### config.mk
export PLATFORM = sky130hd
export DESIGN_NAME = imem_loader
export DESIGN_NICKNAME = d
export VERILOG_FILES = /design/src/rtl/imem_loader.sv
export SDC_FILE = /design/constraint.sdc
export NUM_CORES = 1
export LEC_CHECK = 0
export ABC_CLOCK_PERIOD_IN_PS = 3550
export CELL_PAD_IN_SITES_DETAIL_PLACEMENT = 0
export CELL_PAD_IN_SITES_GLOBAL_PLACEMENT = 1
export CORE_MARGIN = 8
export CORE_UTILIZATION = 50
export CTS_BUF_LIST = sky130_fd_sc_hd__clkbuf_8
export DETAILED_ROUTE_END_ITERATION = 16
export PLACE_DENSITY_LB_ADDON = 0.1
export SLEW_MARGIN = 25
export SYNTH_ARGS = -nofsm -noshare
export SYNTH_HDL_FRONTEND = slang
export SYNTH_SLANG_ARGS = --single-unit
### constraint.sdc
create_clock -name Clock -period 3.55 [get_ports Clock]
set_clock_uncertainty 0.05 [all_clocks]
set_input_delay 1.065 -clock Clock [delete_from_list [all_inputs] [get_ports Clock]]
set_output_delay 1.065 -clock Clock [all_outputs]
set_load 0.01 [all_outputs]
### src/rtl/imem_loader.sv
// Program-memory loader: writes a streamed program into a DEPTH x WIDTH RAM and serves registered reads.
// Optional trailing checksum word enabled by defining IMEM_LOADER_CHECKSUM_EN.
module imem_loader #(
  parameter int WIDTH = 9,
  parameter int DEPTH = 32,
  parameter int AW    = 5
) (
  input  logic             Clock,
  input  logic             Resetn,
  input  logic             Start,
  input  logic [AW:0]      Length,
  input  logic [WIDTH-1:0] In_Data,
  input  logic             In_Valid,
  output logic             In_Ready,
  input  logic [AW-1:0]    Rd_Addr,
  output logic [WIDTH-1:0] Rd_Data,
  output logic [AW:0]      Wr_Count,
  output logic             Busy,
  output logic             Loaded,
  output logic             Error
);

  localparam logic [AW:0] FULL_LEN = (AW+1)'(DEPTH);
  localparam logic [AW:0] ONE      = (AW+1)'(1);

`ifdef IMEM_LOADER_CHECKSUM_EN
  typedef enum logic [2:0] {IDLE, LOAD, CHECK, DONE, ERR} state_t;
`else
  typedef enum logic [1:0] {IDLE, LOAD, DONE} state_t;
`endif

  state_t           state, state_next;
  logic [AW:0]      len, len_next;
  logic [AW:0]      count_next;
  logic             xfer;
  logic             wr_en;
  logic             last_word;
  logic [WIDTH-1:0] mem [DEPTH];

`ifdef IMEM_LOADER_CHECKSUM_EN
  logic [WIDTH-1:0] acc, acc_next;
`endif

  always_ff @(posedge Clock or negedge Resetn) begin
    if (!Resetn) begin
      state    <= IDLE;
      len      <= '0;
      Wr_Count <= '0;
    end else begin
      state    <= state_next;
      len      <= len_next;
      Wr_Count <= count_next;
    end
  end

  always_comb begin
    state_next = state;
    len_next   = len;
    count_next = Wr_Count;
    wr_en      = 1'b0;
    xfer       = In_Valid && In_Ready;
    last_word  = (Wr_Count == len - ONE);
`ifdef IMEM_LOADER_CHECKSUM_EN
    acc_next   = acc;
`endif
    case (state)
      LOAD: begin
        if (xfer) begin
          wr_en      = 1'b1;
          count_next = Wr_Count + ONE;
`ifdef IMEM_LOADER_CHECKSUM_EN
          acc_next   = acc + In_Data;
          if (last_word) state_next = CHECK;
`else
          if (last_word) state_next = DONE;
`endif
        end
      end
`ifdef IMEM_LOADER_CHECKSUM_EN
      // The word after the last data word is the checksum; it is compared, never stored.
      CHECK: begin
        if (xfer) state_next = (In_Data == acc) ? DONE : ERR;
      end
`endif
      default: begin
        if (Start) begin
          len_next   = (Length == '0 || Length > FULL_LEN) ? FULL_LEN : Length;
          count_next = '0;
          state_next = LOAD;
`ifdef IMEM_LOADER_CHECKSUM_EN
          acc_next   = '0;
`endif
        end
      end
    endcase
  end

`ifdef IMEM_LOADER_CHECKSUM_EN
  always_ff @(posedge Clock or negedge Resetn) begin
    if (!Resetn) acc <= '0;
    else         acc <= acc_next;
  end

  assign Busy  = (state == LOAD) || (state == CHECK);
  assign Error = (state == ERR);
`else
  assign Busy  = (state == LOAD);
  assign Error = 1'b0;
`endif

  assign In_Ready = Busy;
  assign Loaded   = (state == DONE);

  // RAM has no reset so it maps onto block memory; reads are read-first.
  always_ff @(posedge Clock) begin
    if (wr_en) mem[Wr_Count[AW-1:0]] <= In_Data;
  end

  always_ff @(posedge Clock or negedge Resetn) begin
    if (!Resetn) Rd_Data <= '0;
    else         Rd_Data <= mem[Rd_Addr];
  end

endmodule

==> results by group <==
Status
  – Status: complete, no violations

Clock network
  – Cts hold-fix bufs: 0
  – CTS tree: built
  – Post-CTS Resized: 0
  – Postcts setup bufs: 0
  – Clock latency on the worst-skew pair: 0.56 ns
  – Root Buffer: clkbuf_8
  – Clk buf depth: 3
  – CTS Buf Count: 49
  – H-tree levels: 2
  – Clock Sinks: 311
  – Clk slew on worst S/H paths: 0.06 ns

Finish
  – Non-Filler Instances: 1035
  – Layout Nets: 699
  – Fraction of layout cells with a size suffix above 1: 31.1%
  – N_diodes: 0
  – Multi-input logic area: 0.00275 mm^2
  – Number of fill cells: 1832
  – Layout Area Growth over Synthesis: 16.9%
  – FF/Latch Area: 0.00922 mm^2

Die
  – Die X: 172 um
  – Total core area: 0.0241 mm^2
  – Floorplan row count: 57
  – Die height: 172 um
  – Die area: 0.0295 mm^2
  – Num ports: 43
  – Initial Util: 50.4%

Setup path
  – Flop2flop setup slack: 1.50 ns
  – Critical Path AT: 1.85 ns
  – Worst Path Buf+Inv: 1
  – CP max FO: 15
  – CP Capture Type: output pin
  – Worst-path cell chain: clkdlybuf4s50_1
  – CP max stage cell: dfrtp_1
  – Largest stage delay, worst path: 0.64 ns
  – R2R Path Start: len[0]$_DFFE_PN0P_
  – Crit path launch type: register
  – FF-to-FF End: state[0]$_DFFE_PN0P_
  – Worst path depth: 1
  – Crit Path Category: register to output pin
  – CP startpoint: Wr_Count[2]$_DFFE_PN0P_
  – CP top delay family: flip-flops
  – Setup crit end: Wr_Count[2]
  – Depth of the most critical reg-to-reg path: 5
  – CP Data Required Time: 2.43 ns

Routing
  – Top sig layer: met4
  – DRC violations left: 0
  – Wire length on met1: 11500 um
  – Via count: 5860
  – Vias per inst: 5.66
  – WL final: 26400 um
  – DR WL met3: 1700 um
  – DRT iter0 DRCs: 508
  – DR WL/cell: 25.5 um
  – Met2 Routed Length: 12900 um
  – Post-DRT Antenna Nets: 0
  – Drt pass-1 iters: 5

Placement
  – Input/output buffers: 41
  – Placer Congestion: 0.757
  – Placed Cells: 943
  – DP HPWL: 16000 um

Synthesis
  – Yosys warns: 0
  – Cell count after synthesis: 554
  – Post-Syn Area: 0.0121 mm^2
  – Main synth FF type: edfxtp_1
  – Syn nets: 583
  – Synth top area share: 71.2%
  – Ranking of synthesized cells by area: edfxtp_1, mux4_2, dfrtp_1
  – Post-synth EDFFs: 288
  – Post-synthesis sequential area ratio: 76.0%
  – FFs w/ async S/R, synth: 7.40%
  – Distinct cells, synth: 34
  – Synth area leader: edfxtp_1
  – Mean post-synth cell area: 21.9 um^2
  – Flops & latches, synth: 311

STA
  – Tcrit/Tclk final: 83.4%
  – Setup violators final: 0
  – Slew headroom: 57.1%
  – Final hold vios: 0
  – Final Critical Period: 2.96 ns
  – Max frequency: 338 MHz
  – RSZ-0062 raised after global routing: false
  – Worst slew pin tran: 0.642 ns
  – Pins over their slew limit: 0
  – Setup TNS: 0 ns

Hold path
  – HP Class: register to register
  – Hold path depth: 2

Power and ir drop
  – Leakage power: 0.00472 uW
  – Pwr Density: 589 mW/mm^2
  – VDD IR max: 382 uV

Global routing
  – Vias in the first global route: 6266
  – Pin count of the biggest net entering global routing: 43
  – Antenna violations before repair: 0
  – Gr ovfl total: 0
  – First-pass GRT wire length: 39700 um
  – GRT Total Usage: 18.7%

Job
  – Max_cap viols: 0
area by class of cell:
class / count / area share [%]
inverter: 5 / 0.132
clock inverter: 41 / 1.64
clock buffer: 51 / 4.95
timing repair buffer: 93 / 6.03
tap: 324 / 2.86
sequential: 311 / 65.0
multi-input combinational: 210 / 19.4
flip-flops by register name, summed over array words and instances, names as in the netlist:
signal and cells:
Rd_Data 9, Wr_Count 6, len 6, mem 288, state 2
routing by layer:
layer  track usage [%]  up-vias
met5                 0        -
met4              4.50        0
met3              3.99       28
met2              30.5      207
met1              25.5     3101
li1                  -     2524
stage by stage:
stage	hold WS (ns)	area (um^2)	setup slack, ns	total power, uW	utilization [%]
after global placement	0.449	13300	0.313	5580	55.0
final	0.456	14200	0.590	8370	58.9
after detailed placement	0.447	13300	0.308	5610	55.0
after global routing	0.502	14200	0.502	8730	58.9
after floorplan	0.420	12100	0.622	5110	-
after CTS	0.459	14200	0.565	8450	58.9
cells in the mapped netlist (all sizes together) (2+ instances only):
cell type    n
edfxtp     288
mux4        90
nor2        36
dfrtp       23
buf         17
nand2       15
clkbuf      11
o21ai       11
mux2         9
nand2b       6
ha           5
inv          5
xnor2        5
xor2         5
a21oi        3
nand3b       3
or3b         3
nand3        2
nand4        2
nor2b        2
nor3         2
worst min-delay path, delay by kind of cell, from the launching register on:
family | cells | cell delay [ns]
AOI/OAI and AO/OA | 1 | 0.06
DFF | 1 | 0.36
and+or+nand+nor | 1 | 0.05
power breakdown:
group | total (uW) | internal [uW] | switching (uW) | leakage [uW]
logic | 1090 | 494 | 594 | 0.00130
clock network | 2840 | 1490 | 1350 | 0.000532
registers | 4440 | 4270 | 169 | 0.00288
kinds of logic (layout without fill, tap and decap cells):
kind of cell,count (synthesis),after routing,share of synthesized area [%]
DFF,311,311,76.0
muxes,99,99,17.5
and+or+nand+nor,74,74,2.83
buffers and inverters,33,190,1.34
AOI/OAI and AO/OA,21,21,1.05
xor gates and xnor gates,10,10,0.721
adders and majority gates,5,5,0.515
other,1,1,0.0309
layout by cell type (no fill, tap or decap), types with 5 or more instances in the layout:
cell type	netlist	layout
buf_12	0	5
buf_4	10	48
clkbuf_8	0	51
clkdlybuf4s50_1	0	39
clkinv_1	0	13
clkinv_2	0	7
dfrtp_1	23	23
edfxtp_1	288	288
ha_1	5	5
inv_1	5	20
mux2_2	9	9
mux4_2	90	90
nand2_1	15	15
nand2b_1	6	6
nor2_1	36	36
o21ai_0	11	11
xnor2_1	5	5
xor2_1	5	5
worst min path at each step:
stage	from	slack (ns)	end
finish	len[5]$_DFFE_PN0P_	0.46	len[5]$_DFFE_PN0P_
global route	len[5]$_DFFE_PN0P_	0.50	len[5]$_DFFE_PN0P_
CTS	len[5]$_DFFE_PN0P_	0.46	len[5]$_DFFE_PN0P_
detailed placement	len[5]$_DFFE_PN0P_	0.45	len[5]$_DFFE_PN0P_
global placement	len[5]$_DFFE_PN0P_	0.45	len[5]$_DFFE_PN0P_
floorplan	len[5]$_DFFE_PN0P_	0.42	len[5]$_DFFE_PN0P_
Power figures use the tool's default switching activity.
